### config.mk
export PLATFORM = sky130hd
export DESIGN_NAME = alu_exec_unit_flat
export DESIGN_NICKNAME = d
export VERILOG_FILES = /design/src/rtl/alu_exec_unit_if.sv /design/src/rtl/alu_exec_unit.sv /design/src/flat_wrapper.sv
export SDC_FILE = /design/constraint.sdc
export NUM_CORES = 1
export LEC_CHECK = 0
export BUFFER_PORTS_ARGS = -buffer_cell sky130_fd_sc_hd__buf_2
export CAP_MARGIN = 20
export CORE_ASPECT_RATIO = 0.6
export CORE_MARGIN = 1
export CORE_UTILIZATION = 51
export CTS_BUF_LIST = sky130_fd_sc_hd__clkbuf_8
export DETAILED_ROUTE_END_ITERATION = 7
export PLACE_DENSITY = 0.74
export SLEW_MARGIN = 25
export SYNTH_ARGS = -nofsm -noshare
export SYNTH_HDL_FRONTEND = slang
export SYNTH_SLANG_ARGS = --single-unit
### constraint.sdc
create_clock -name clk -period 5.9 [get_ports clk]
set_clock_uncertainty 0.15 [all_clocks]
set_input_delay 1.18 -clock clk [delete_from_list [all_inputs] [get_ports clk]]
set_output_delay 1.18 -clock clk [all_outputs]
set_load 0.005 [all_outputs]
### src/rtl/alu_exec_unit_if.sv
// Handshake bundle between the ALU control decoder side and the EX/MEM result path.
// The master drives requests and accepts results. The slave (the execution unit)
// accepts requests and presents registered results.
//   in_valid/in_ready : request handshake carrying ctrl, a, b, shamt
//   out_valid/out_ready : result handshake carrying result, zero, overflow, err
interface alu_exec_unit_if #(
  parameter int unsigned W  = 32,
  parameter int unsigned SW = $clog2(W)
) ();
  logic          in_valid;
  logic          in_ready;
  logic [3:0]    ctrl;
  logic [W-1:0]  a;
  logic [W-1:0]  b;
  logic [SW-1:0] shamt;
  logic          out_valid;
  logic          out_ready;
  logic [W-1:0]  result;
  logic          zero;
  logic          overflow;
  logic          err;

  modport master (
    output in_valid, ctrl, a, b, shamt, out_ready,
    input  in_ready, out_valid, result, zero, overflow, err
  );

  modport slave (
    input  in_valid, ctrl, a, b, shamt, out_ready,
    output in_ready, out_valid, result, zero, overflow, err
  );
endinterface

### src/rtl/alu_exec_unit.sv
// MIPS EX-stage execution unit driven by the 4-bit ALU control code.
// Logic/arithmetic ops finish one cycle after accept. Shifts run one bit per cycle,
// so a shift of n takes n+1 cycles. Results are held until taken downstream.
// Ports:
//   clk  : clock, rising edge
//   rst  : synchronous reset, active high
//   bus  : slave side of alu_exec_unit_if (request in, result/flags out)
module alu_exec_unit #(
  parameter int unsigned W  = 32,
  parameter int unsigned SW = $clog2(W)
) (
  input logic           clk,
  input logic           rst,
  alu_exec_unit_if.slave bus
);

  typedef enum logic [1:0] {StIdle, StShift, StDone} state_e;

  state_e        state_q, state_d;
  logic [SW-1:0] cnt_q, cnt_d;
  logic [W-1:0]  shreg_q, shreg_d;
  logic [1:0]    sop_q, sop_d;
  logic [W-1:0]  result_q, result_d;
  logic          zero_q, zero_d;
  logic          overflow_q, overflow_d;
  logic          err_q, err_d;

  logic [W-1:0]  sum, diff, alu_res, shifted;
  logic          alu_ov, alu_err, is_shift;

  assign sum  = bus.a + bus.b;
  assign diff = bus.a - bus.b;

  // Single-cycle datapath; shift codes return b so shamt=0 completes here.
  always_comb begin
    alu_res  = '0;
    alu_ov   = 1'b0;
    alu_err  = 1'b0;
    is_shift = 1'b0;
    case (bus.ctrl)
      4'b0000: alu_res = bus.a & bus.b;
      4'b0001: alu_res = bus.a | bus.b;
      4'b0010: begin
        alu_res = sum;
        alu_ov  = (bus.a[W-1] == bus.b[W-1]) && (sum[W-1] != bus.a[W-1]);
      end
      4'b0110: begin
        alu_res = diff;
        alu_ov  = (bus.a[W-1] != bus.b[W-1]) && (diff[W-1] != bus.a[W-1]);
      end
      4'b0111: alu_res = {{(W-1){1'b0}}, ($signed(bus.a) < $signed(bus.b))};
      4'b1100: alu_res = ~(bus.a | bus.b);
      4'b1000, 4'b1001, 4'b1010: begin
        alu_res  = bus.b;
        is_shift = 1'b1;
      end
      default: alu_err = 1'b1;
    endcase
  end

  // One-bit step of the iterative shifter; sop_q holds ctrl[1:0] of the shift op.
  always_comb begin
    unique case (sop_q)
      2'b00:   shifted = {shreg_q[W-2:0], 1'b0};
      2'b01:   shifted = {1'b0, shreg_q[W-1:1]};
      default: shifted = {shreg_q[W-1], shreg_q[W-1:1]};
    endcase
  end

  always_comb begin
    state_d    = state_q;
    cnt_d      = cnt_q;
    shreg_d    = shreg_q;
    sop_d      = sop_q;
    result_d   = result_q;
    zero_d     = zero_q;
    overflow_d = overflow_q;
    err_d      = err_q;
    unique case (state_q)
      StIdle: begin
        if (bus.in_valid) begin
          if (is_shift && (bus.shamt != '0)) begin
            shreg_d = bus.b;
            cnt_d   = bus.shamt;
            sop_d   = bus.ctrl[1:0];
            state_d = StShift;
          end else begin
            result_d   = alu_res;
            zero_d     = (alu_res == '0);
            overflow_d = alu_ov;
            err_d      = alu_err;
            state_d    = StDone;
          end
        end
      end
      StShift: begin
        shreg_d = shifted;
        cnt_d   = cnt_q - SW'(1);
        if (cnt_q == SW'(1)) begin
          result_d   = shifted;
          zero_d     = (shifted == '0);
          overflow_d = 1'b0;
          err_d      = 1'b0;
          state_d    = StDone;
        end
      end
      StDone: begin
        if (bus.out_ready) state_d = StIdle;
      end
      default: state_d = StIdle;
    endcase
  end

  always_ff @(posedge clk) begin
    if (rst) begin
      state_q    <= StIdle;
      cnt_q      <= '0;
      shreg_q    <= '0;
      sop_q      <= '0;
      result_q   <= '0;
      zero_q     <= 1'b0;
      overflow_q <= 1'b0;
      err_q      <= 1'b0;
    end else begin
      state_q    <= state_d;
      cnt_q      <= cnt_d;
      shreg_q    <= shreg_d;
      sop_q      <= sop_d;
      result_q   <= result_d;
      zero_q     <= zero_d;
      overflow_q <= overflow_d;
      err_q      <= err_d;
    end
  end

  assign bus.in_ready  = (state_q == StIdle);
  assign bus.out_valid = (state_q == StDone);
  assign bus.result    = result_q;
  assign bus.zero      = zero_q;
  assign bus.overflow  = overflow_q;
  assign bus.err       = err_q;

endmodule

### src/flat_wrapper.sv
// flat-port wrapper written by rule: the top's interface ports become plain ports
module alu_exec_unit_flat 
#(
  parameter int unsigned W  = 32,
  parameter int unsigned SW = $clog2(W)
)
  (clk, rst, bus_in_valid, bus_ctrl, bus_a, bus_b, bus_shamt, bus_out_ready, bus_in_ready, bus_out_valid, bus_result, bus_zero, bus_overflow, bus_err);
  alu_exec_unit_if #(.W(W), .SW(SW)) bus_i ();
  input logic clk;
  input logic rst;
  input wire logic [$bits(bus_i.in_valid)-1:0] bus_in_valid;
  input wire logic [$bits(bus_i.ctrl)-1:0] bus_ctrl;
  input wire logic [$bits(bus_i.a)-1:0] bus_a;
  input wire logic [$bits(bus_i.b)-1:0] bus_b;
  input wire logic [$bits(bus_i.shamt)-1:0] bus_shamt;
  input wire logic [$bits(bus_i.out_ready)-1:0] bus_out_ready;
  output wire logic [$bits(bus_i.in_ready)-1:0] bus_in_ready;
  output wire logic [$bits(bus_i.out_valid)-1:0] bus_out_valid;
  output wire logic [$bits(bus_i.result)-1:0] bus_result;
  output wire logic [$bits(bus_i.zero)-1:0] bus_zero;
  output wire logic [$bits(bus_i.overflow)-1:0] bus_overflow;
  output wire logic [$bits(bus_i.err)-1:0] bus_err;
  assign bus_i.in_valid = bus_in_valid;
  assign bus_i.ctrl = bus_ctrl;
  assign bus_i.a = bus_a;
  assign bus_i.b = bus_b;
  assign bus_i.shamt = bus_shamt;
  assign bus_i.out_ready = bus_out_ready;
  assign bus_in_ready = bus_i.in_ready;
  assign bus_out_valid = bus_i.out_valid;
  assign bus_result = bus_i.result;
  assign bus_zero = bus_i.zero;
  assign bus_overflow = bus_i.overflow;
  assign bus_err = bus_i.err;
  alu_exec_unit #(.W(W), .SW(SW)) u_core (.clk(clk), .rst(rst), .bus(bus_i));
endmodule
==> reports/metrics.yaml, run 1 <==
drt-vias-per-instance: 7.06
die_w_um: 182
netlist-cell-type-count: 86
crit_chain: "buf_2 > inv_1 > ha_1 > inv_1 > a2111oi_2 > o311ai_1 > o21ai_2 > a31oi_2 > a221oi_2 > nor2_1 > a2111oi_4 > a221o_1 > a21oi_1 > a2111oi_0"
cts_tree: "built"
min_period_ns: 5.33
report.final.slew_viol_count: 0
synth_ff_type: "dfxtp_1"
fin_area_um2: 11000
relSlewSlack_pct: 26.2
cp-endpoint: "u_core.bus.result[31]"
drv_cap: 0
synth-async-reset-ratio_pct: 0
cts_buffer_depth: 2
cpMaxStageDelayCell: "a2111oi_2"
reg2reg_to: "u_core.bus.zero"
fp.dieH_um: 110
worst-r2r-cell-count: 8
layout-drive-gt1-share_pct: 14.1
routedWlPerCell_um: 25.7
yosys_warnings: 0
track_usage_pct: 44.5
hold-worst-slack_ns: 0.301
port_buffers: 113
n_antenna_cell: 0
violations: "DRC"
cts_inserted_buffers: 9
antenna_found_initial: 0
post-route-period-util_pct: 90.4
grt_max_degree: 77
nFillCells: 1742
critPathBufInv: 3
gp_congestion: 1.08
end_kind: "flip-flop"
syn_inst: 1444
grt_overflow: 0
ys_ff_latch: 76
total_power_mw: 1.99
path_common_cell: "inv_1"
cp.depth: 14
grt_pass1_vias: 10600
cts-hold-fix-buffers: 0
rows: 38
synth.cell_area_um2: 9880
slowest_delay_ns: 0.53
io_pins: 114
clkSlewWorstSetupHoldPaths_ns: 0.09
finalSetupTns_ns: 0
status: "complete, but fails checks"
ctsResizeCount: 0
critPathArrivalTime_ns: 5.45
hold_viol: 0
initial_utilization_pct: 53.4
cts_setup_buffers: 0
drt_iter0_markers: 2048
startpoint: "bus_b[10]"
synth_nets: 1624
drt_wl_total_mm: 45.0
worstPathRequired_ns: 6.02
dp.final_hpwl_mm: 35.1
grt_pass1_wl_mm: 66.6
rrSetupSlack_ns: 2.30
final_nets: 1688
reg2reg_from: "u_core.sop_q[1]"
hp-start: "u_core.bus.result[10]"
synth_seq_area_share_pct: 15.4
placed_cell_area_um2: 10700
vias: 12400
final_core_util_pct: 59.3
setup_viol: 0
grt_setup_unrepaired: "false"
drt_pre_antenna_iters: 8
drt.antenna.violating_nets: 0
irDropWorstVdd_mv: 0.169
synth.avg_cell_area_um2: 6.84
coreArea_um2: 18500
hold_path.class: "reg -> reg"
critical-path-top-delay-family: "compound AO/OA/AOI/OAI gates"
fmax_mhz: 188
p_leak_nw: 4.53
cts_max_level: 3
worst_pin_slew_ns: 1.09
crit_type: "in -> reg"
synth_edf_count: 0
post-route-drc-count: 2
cts.sinks: 76
clk_latency_ns: 0.39
cp-start-kind: "input port"
die_area_um2: 19900
power.density_nw_per_um2: 181
path_max_fanout: 12
areaGrowthSynthToFinish_pct: 11.0
clockRootBuffer: "clkbuf_8"
==> flip-flops by register name, indices dropped and copies added (netlist names) <==
name / flops
u_core.bus.err: 1
u_core.bus.overflow: 1
u_core.bus.result: 32
u_core.bus.zero: 1
u_core.cnt_q: 5
u_core.shreg_q: 32
u_core.sop_q: 2
u_core.state_q: 2
==> worst min-delay path by stage <==
stage	slack, ns	end	depth (start not counted)
floorplan	0.29	u_core.shreg_q[30]	2
global placement	0.28	u_core.bus.result[16]	2
detailed placement	0.29	u_core.bus.result[10]	2
CTS	0.30	u_core.bus.result[22]	2
global route	0.32	u_core.bus.result[22]	2
finish	0.30	u_core.bus.result[10]	2
==> per-stage QoR <==
stage | worst slack, ns | cells
2_1_floorplan | 1.26 | 1444
3_3_place_gp | 0.438 | 1737
3_5_place_dp | 0.371 | 1737
4_1_cts | 0.772 | 1753
5_1_grt | 0.392 | 1753
6_report | 0.569 | 1753
==> final cells by class <==
class                      count  area [µm²]  area share, %
inverter                     105         394           3.60
timing repair buffer         155         918           8.38
sequential                    76        1520           13.9
clock buffer                  11         151           1.38
clock inverter                 5        82.6          0.754
tap                          240         300           2.74
multi-input combinational   1161        7590           69.3
==> synth_stat cells, types with 9 or more instances <==
| cell type | number | area, µm² |
|---|---|---|
| o21ai_0 | 71 | 355 |
| nor4_1 | 17 | 106 |
| ha_1 | 101 | 1260 |
| o2111ai_1 | 14 | 123 |
| a221o_1 | 13 | 130 |
| mux2i_1 | 21 | 210 |
| o211ai_1 | 41 | 308 |
| a21oi_1 | 156 | 781 |
| nor2_1 | 145 | 544 |
| a211oi_1 | 30 | 225 |
| o31ai_1 | 9 | 67.6 |
| nor3_1 | 42 | 210 |
| dfxtp_1 | 76 | 1520 |
| nor2b_1 | 23 | 144 |
| a31oi_1 | 19 | 119 |
| clkbuf_1 | 89 | 334 |
| o221ai_1 | 9 | 78.8 |
| a21o_1 | 19 | 143 |
| a221oi_1 | 18 | 158 |
| nand2_1 | 152 | 571 |
| a22oi_1 | 22 | 165 |
| nand4_1 | 19 | 119 |
| inv_1 | 105 | 394 |
| nand3_1 | 38 | 190 |
==> report_power, final <==
part | internal [mW] | total [mW] | switching (mW) | leakage [nW]
clock network | 0.263 | 0.486 | 0.224 | 0.120
registers | 0.546 | 0.577 | 0.0311 | 0.619
logic | 0.306 | 0.922 | 0.615 | 3.79
==> cell usage in the layout (no fill, tap or decap), drive strengths merged, types with 5 or more instances in the layout <==
cell type	Yosys	layout
a21oi	156	156
buf	13	155
nand2	152	152
nor2	145	145
inv	105	106
ha	101	101
dfxtp	76	76
o21ai	73	73
nor3	42	42
o211ai	41	41
nand3	38	38
a211oi	32	32
nor2b	23	23
a22oi	22	22
mux2i	21	21
a31oi	20	20
a21o	19	19
nand4	19	19
a221oi	19	19
nor4	18	18
o2111ai	14	14
a221o	13	13
and2	12	12
clkbuf	89	11
a2111oi	10	10
o221ai	9	9
o31ai	9	9
o21a	8	8
o21bai	8	8
and3	8	8
or4	8	8
nand2b	8	8
a211o	7	7
or2	7	7
o311ai	7	7
o221a	6	6
o22ai	6	6
nand3b	5	5
a31o	5	5
==> tightest hold or removal path: cells and delay by family (launching register included) <==
family / cells / cell delay [ns]
flip-flops: 1 / 0.31
AO/OA/AOI/OAI: 1 / 0.05
AND/OR/NAND/NOR: 1 / 0.05
==> cell families (layout without fill, tap and decap cells) <==
group                    count (synthesis)  after routing  share of synthesized area (%)
AO/OA/AOI/OAI                          525            525                           36.5
AND/OR/NAND/NOR                        508            508                           24.4
buffers and inverters                  207            276                           8.02
adder cells (fa/ha/maj)                103            103                           13.2
flip-flops                              76             76                           15.4
multiplexers                            22             22                           2.24
XOR/XNOR                                 3              3                          0.266
==> layer usage <==
layer / track usage (%) / wire length (µm) / vias up
met2: 58.4 / 16200 / 1088
li1: - / - / 5459
met3: 17.0 / 8040 / 87
met1: 65.6 / 19700 / 5745
met4: 10.3 / 1060 / 2
met5: 2.75 / 71 / -
Power figures use the tool's default switching activity.
==> run 2, diff against run 1 <==
Settings changed: CAP_MARGIN 20 to not set, CORE_UTILIZATION 51 to 55, PLACE_DENSITY 0.74 to 0.79.
==> reports/metrics.yaml, run 2 (same netlist as run 1, synthesis figures left out) <==
fmax_mhz: 174  # -7.4%
startpoint: "bus_b[10]"
routedWlPerCell_um: 24.8  # -3.5%
drt_iter0_markers: 2458  # +20%
critPathArrivalTime_ns: 5.93  # +0.48 ns
drt_wl_total_mm: 43.1  # -4.3%
power.density_nw_per_um2: 173  # -4.5%
cts_inserted_buffers: 9  # unchanged
post-route-period-util_pct: 97.6  # +7.2 points
rrSetupSlack_ns: 2.66  # +0.36 ns
gp_congestion: 1.16  # +7.6%
drt.antenna.violating_nets: 0  # unchanged
hold_path.class: "reg -> reg"
fp.dieH_um: 106  # -3.6%
worstPathRequired_ns: 6.07  # +0.05 ns
final_common_cell: "a21oi_1"
cts_buffer_depth: 2  # unchanged
reg2reg_from: "u_core.sop_q[1]"
worst-r2r-cell-count: 8  # unchanged
cts-hold-fix-buffers: 0  # unchanged
relSlewSlack_pct: 29.6  # +3.3 points
nFillCells: 1591  # -8.7%
worst_pin_slew_ns: 1.04  # -0.0518 ns
antenna_found_initial: 0  # unchanged
cts_max_level: 3  # unchanged
die_area_um2: 18500  # -7.2%
port_buffers: 113  # unchanged
final_nets: 1679  # -0.53%
n_antenna_cell: 0  # unchanged
cts_setup_buffers: 0  # unchanged
placed_cell_area_um2: 10600  # -0.77%
drv_cap: 0  # unchanged
rows: 37  # -2.6%
cp-start-kind: "input port"
status: "complete, but fails checks"
hold-worst-slack_ns: 0.302  # +0.00141 ns
irDropWorstVdd_mv: 0.143  # -16%
hold_viol: 0  # unchanged
grt_setup_unrepaired: "false"
grt_pass1_vias: 10600  # -0.87%
seq_area_um2: 1520  # unchanged
ctsResizeCount: 0  # unchanged
areaGrowthSynthToFinish_pct: 9.62
end_kind: "flip-flop"
die_w_um: 175  # -3.7%
coreArea_um2: 17400  # -6.1%
p_leak_nw: 4.44  # -1.8%
hp-start: "u_core.bus.result[24]"
initial_utilization_pct: 56.9  # +3.5 points
setup_viol: 0  # unchanged
path_max_fanout: 12  # unchanged
vias: 12300  # -0.32%
grt_overflow: 0  # unchanged
track_usage_pct: 45.9  # +1.4 points
drt-vias-per-instance: 7.10  # +0.54%
layout-drive-gt1-share_pct: 13.6  # -0.58 points
crit_type: "in -> reg"
cp-endpoint: "u_core.bus.zero"
grt_max_degree: 77  # unchanged
multi_input_area_um2: 7600  # about the same
clockRootBuffer: "clkbuf_8"
clk_latency_ns: 0.37  # -0.02 ns
final_cell_mix: "155 x a21oi_1, 152 x nand2_1, 144 x nor2_1, 113 x buf_2, 105 x inv_1"
dp.final_hpwl_mm: 33.9  # -3.4%
min_period_ns: 5.76  # +0.427 ns
report.final.slew_viol_count: 0  # unchanged
grt_pass1_wl_mm: 64.6  # -3.1%
finalSetupTns_ns: 0  # unchanged
drt_pre_antenna_iters: 8  # unchanged
violations: "DRC"
cts_tree: "built"
reg2reg_to: "u_core.bus.zero"
io_pins: 114  # unchanged
post-route-drc-count: 4  # +2
cts.sinks: 76  # unchanged
fin_area_um2: 10800  # -1.2%
clkSlewWorstSetupHoldPaths_ns: 0.09  # about the same
-- run 2: changes by cell type in the layout (fill, tap and decap cells not counted), moves of 2 or more --
cell        previous run  this run
clkinvlp_4             0         4
bufinv_16              2         0
clkbuf_8              11         9
buf_4                 39        31
-- run 2: worst max-delay path: stages --
cell and delay (ns):
buf_2 0.17, inv_1 0.08, ha_1 0.52, inv_1 0.24
a2111oi_2 0.77, o311ai_1 0.48, o21ai_0 0.61, o221ai_1 0.22
a21oi_1 0.44, and4_1 0.26, nand4_1 0.09, or4_1 0.43
nor4_2 0.25, a31o_1 0.17
-- run 2: worst min-delay path by stage --
| stage | cells past startpoint | endpoint | slack, ns |
|---|---|---|---|
| floorplan | 2 | u_core.shreg_q[30] | 0.29 |
| global placement | 2 | u_core.bus.result[17] | 0.28 |
| global route | 2 | u_core.bus.result[23] | 0.33 |
| finish | 2 | u_core.bus.result[24] | 0.30 |
| CTS | 2 | u_core.bus.result[24] | 0.30 |
| detailed placement | 2 | u_core.bus.result[24] | 0.29 |
-- run 2: power breakdown --
part,internal (mW),total [mW],switching [mW]
clock network,0.158,0.388,0.229
logic,0.300,0.908,0.608
registers,0.546,0.577,0.0309
total,1.00,1.87,0.868
-- run 2: cell type report --
class | instances | area share (%)
sequential | 76 | 14.1
timing repair buffer | 146 | 7.74
inverter | 105 | 3.64
tap | 234 | 2.70
multi-input combinational | 1161 | 70.2
clock buffer | 9 | 1.14
clock inverter | 7 | 0.543
-- run 2: layer usage --
layer	vias up	part of all wire (%)	GRT usage, %
met4	0	3.3	12.0
met3	131	19	19.6
met5	-	0	0
li1	5447	-	-
met2	1066	36	57.8
met1	5697	42	68.4
-- run 2: per-stage QoR --
stage | instances | setup slack [ns] | util (%) | power [mW]
final | 1738 | 0.142 | 62.4 | 1.87
after global routing | 1738 | 0.156 | 62.4 | 1.95
after CTS | 1738 | 0.535 | 62.4 | 1.82
after detailed placement | 1722 | 0.156 | 61.3 | 1.44
after global placement | 1722 | 0.0767 | 61.3 | 1.43
after floorplan | 1444 | 1.26 | - | 1.13
==> run 3, diff against run 2 <==
Clock period 5.9 ns to 5.6 ns, I/O delays scaled along.
==> reports/metrics.yaml, run 3 (same netlist as run 1, synthesis figures left out) <==
report.final.slew_viol_count: 0  # unchanged
path_common_cell: "inv_1"
hp-start: "u_core.bus.result[24]"
post-place-ws_ns: 0.0580  # -0.0976 ns
min_to: "u_core.bus.result[24]"
drt_iter0_markers: 2486  # +1.1%
hold_path.class: "reg -> reg"
gp_congestion: 1.09  # -6.3%
post-route-drc-count: 0  # -4
io_pins: 114  # unchanged
path_max_fanout: 11  # -1
grt_max_degree: 77  # unchanged
hold_viol: 0  # unchanged
route.met2.wl_mm: 16.1  # +5.2%
total_power_mw: 2.10  # +12%
dp.final_hpwl_mm: 35.4  # +4.4%
setup_ws_ns: 0.115  # -0.0265 ns
layout-drive-gt1-share_pct: 14.5  # +0.90 points
switching_power_mw: 0.927  # +6.8%
status: "finished, final reports clean"
fp.dieH_um: 106  # unchanged
swShare_pct: 44.2  # -2.2 points
cts_inserted_buffers: 9  # unchanged
drv_cap: 0  # unchanged
whs_path_depth: 2  # unchanged
internal_power_mw: 1.17  # +17%
rrSetupSlack_ns: 2.13  # -0.53 ns
critPathArrivalTime_ns: 5.65  # -0.28 ns
cp-start-kind: "input port"
clockRootBuffer: "clkbuf_8"
grt_overflow: 0  # unchanged
clk_latency_ns: 0.38  # about the same
irDropWorstVdd_mv: 0.190  # +33%
dp.cells: 1739  # +0.99%
fmax_mhz: 182
cts.sinks: 76  # unchanged
wl_met3_mm: 8.37  # +3.7%
drt_wl_total_mm: 45.3  # +5.1%
final_cell_mix: "155 x a21oi_1, 152 x nand2_1, 145 x nor2_1, 113 x buf_2, 105 x inv_1"
cts_setup_buffers: 0  # unchanged
coreArea_um2: 17400  # unchanged
min_period_ns: 5.48
drt_pre_antenna_iters: 8  # unchanged
worst_pin_slew_ns: 1.15  # +0.109 ns
drt-vias-per-instance: 7.12  # +0.24%
worstPathRequired_ns: 5.77  # -0.30 ns
drt.antenna.violating_nets: 0  # unchanged
clockPowerShare_pct: 24.1  # +3.4 points
antenna_found_initial: 0  # unchanged
slowest_delay_ns: 0.73  # -0.04 ns
reg2reg_from: "u_core.sop_q[1]"
grt_setup_unrepaired: "false"
initial_utilization_pct: 56.9  # unchanged
track_usage_pct: 48.1  # +2.2 points
cpMaxStageDelayCell: "a2111oi_2"
ctsResizeCount: 0  # unchanged
grt_pass1_wl_mm: 67.4  # +4.3%
cts_tree: "built"
drt-met1-wl_mm: 19.3  # +5.6%
finalSetupTns_ns: 0  # unchanged
clkSlewWorstSetupHoldPaths_ns: 0.09  # about the same
p_leak_nw: 4.56  # +2.7%
power.density_nw_per_um2: 191  # +10%
cts_buffer_depth: 2  # unchanged
end_kind: "flip-flop"
final_common_cell: "a21oi_1"
areaGrowthSynthToFinish_pct: 11.5
cts-hold-fix-buffers: 0  # unchanged
n_antenna_cell: 0  # unchanged
pwr-share-seq_pct: 28.9  # -1.9 points
port_buffers: 113  # unchanged
die_w_um: 175  # unchanged
grt_pass1_vias: 10700  # +1.7%
crit_type: "in -> reg"
routedWlPerCell_um: 25.8  # +4.1%
rows: 37  # unchanged
reg2reg_to: "u_core.bus.zero"
combPwrFrac_pct: 46.9  # -1.6 points
final_nets: 1696  # +1.0%
final_cell_count_no_fill: 1755  # +0.98%
setup_viol: 0  # unchanged
cts_max_level: 3  # unchanged
die_area_um2: 18500  # unchanged
crit_chain: "buf_2 > inv_1 > ha_1 > buf_4 > inv_1 > a2111oi_2 > o311ai_1 > o21ai_0 > o221ai_1 > a21oi_1 > and4_1 > nand4_1 > or4_1 > nor4_2 > a31o_1"
vias: 12500  # +1.2%
post-route-period-util_pct: 97.9
topRoutingLayerUsed: "met4"
worst-r2r-cell-count: 8  # unchanged
relSlewSlack_pct: 22.2  # -7.4 points
-- run 3: metrics by stage --
step | hold WS [ns] | area (µm²) | utilization, %
2_1_floorplan | 0.290 | 9880 | -
3_3_place_gp | 0.286 | 10800 | 62.1
3_5_place_dp | 0.293 | 10800 | 62.1
4_1_cts | 0.305 | 11000 | 63.4
5_1_grt | 0.321 | 11000 | 63.4
6_report | 0.302 | 11000 | 63.4
-- run 3: metal layers --
layer  vias to the layer above  track usage [%]
li1                       5486                -
met4                         0             11.2
met1                      5716             72.7
met5                         -                0
met3                       117             18.9
met2                      1172             61.0
-- run 3: layout make-up --
cell class / instances / area (µm²)
Clock buffer: 10 / 138
Clock inverter: 6 / 93.8
Fill cell: 1627 / 6350
Inverter: 105 / 394
Multi-Input combinational cell: 1161 / 7590
Sequential cell: 76 / 1520
Tap cell: 234 / 293
Timing Repair Buffer: 163 / 978
-- run 3: worst max-delay path: cells and delay by family --
family | cells | cell delay, ns
adders and majority gates | 1 | 0.31
buffers and inverters | 4 | 0.56
AOI/OAI and AO/OA | 6 | 2.52
and+or+nand+nor | 4 | 1.13
-- run 3: power by group through the flow --
stage,clock (mW),sequential (mW),combinational (mW)
3_5_place_dp,0,0.617,0.921
5_1_grt,0.527,0.610,1.03
4_1_cts,0.500,0.604,0.927
6_report,0.506,0.607,0.985
2_1_floorplan,0,0.608,0.582
3_3_place_gp,0,0.616,0.914
-- run 3: worst max path at each step --
stage / startpoint / to / slack, ns / depth (start not counted)
global placement: bus_b[12] / u_core.bus.result[31] / 0.07 / 15
detailed placement: bus_b[12] / u_core.bus.zero / 0.06 / 15
CTS: bus_b[12] / u_core.bus.zero / 0.41 / 15
finish: bus_b[10] / u_core.bus.zero / 0.12 / 15
global route: bus_b[10] / u_core.bus.result[31] / 0.03 / 15
floorplan: bus_a[0] / u_core.bus.zero / 1.02 / 15
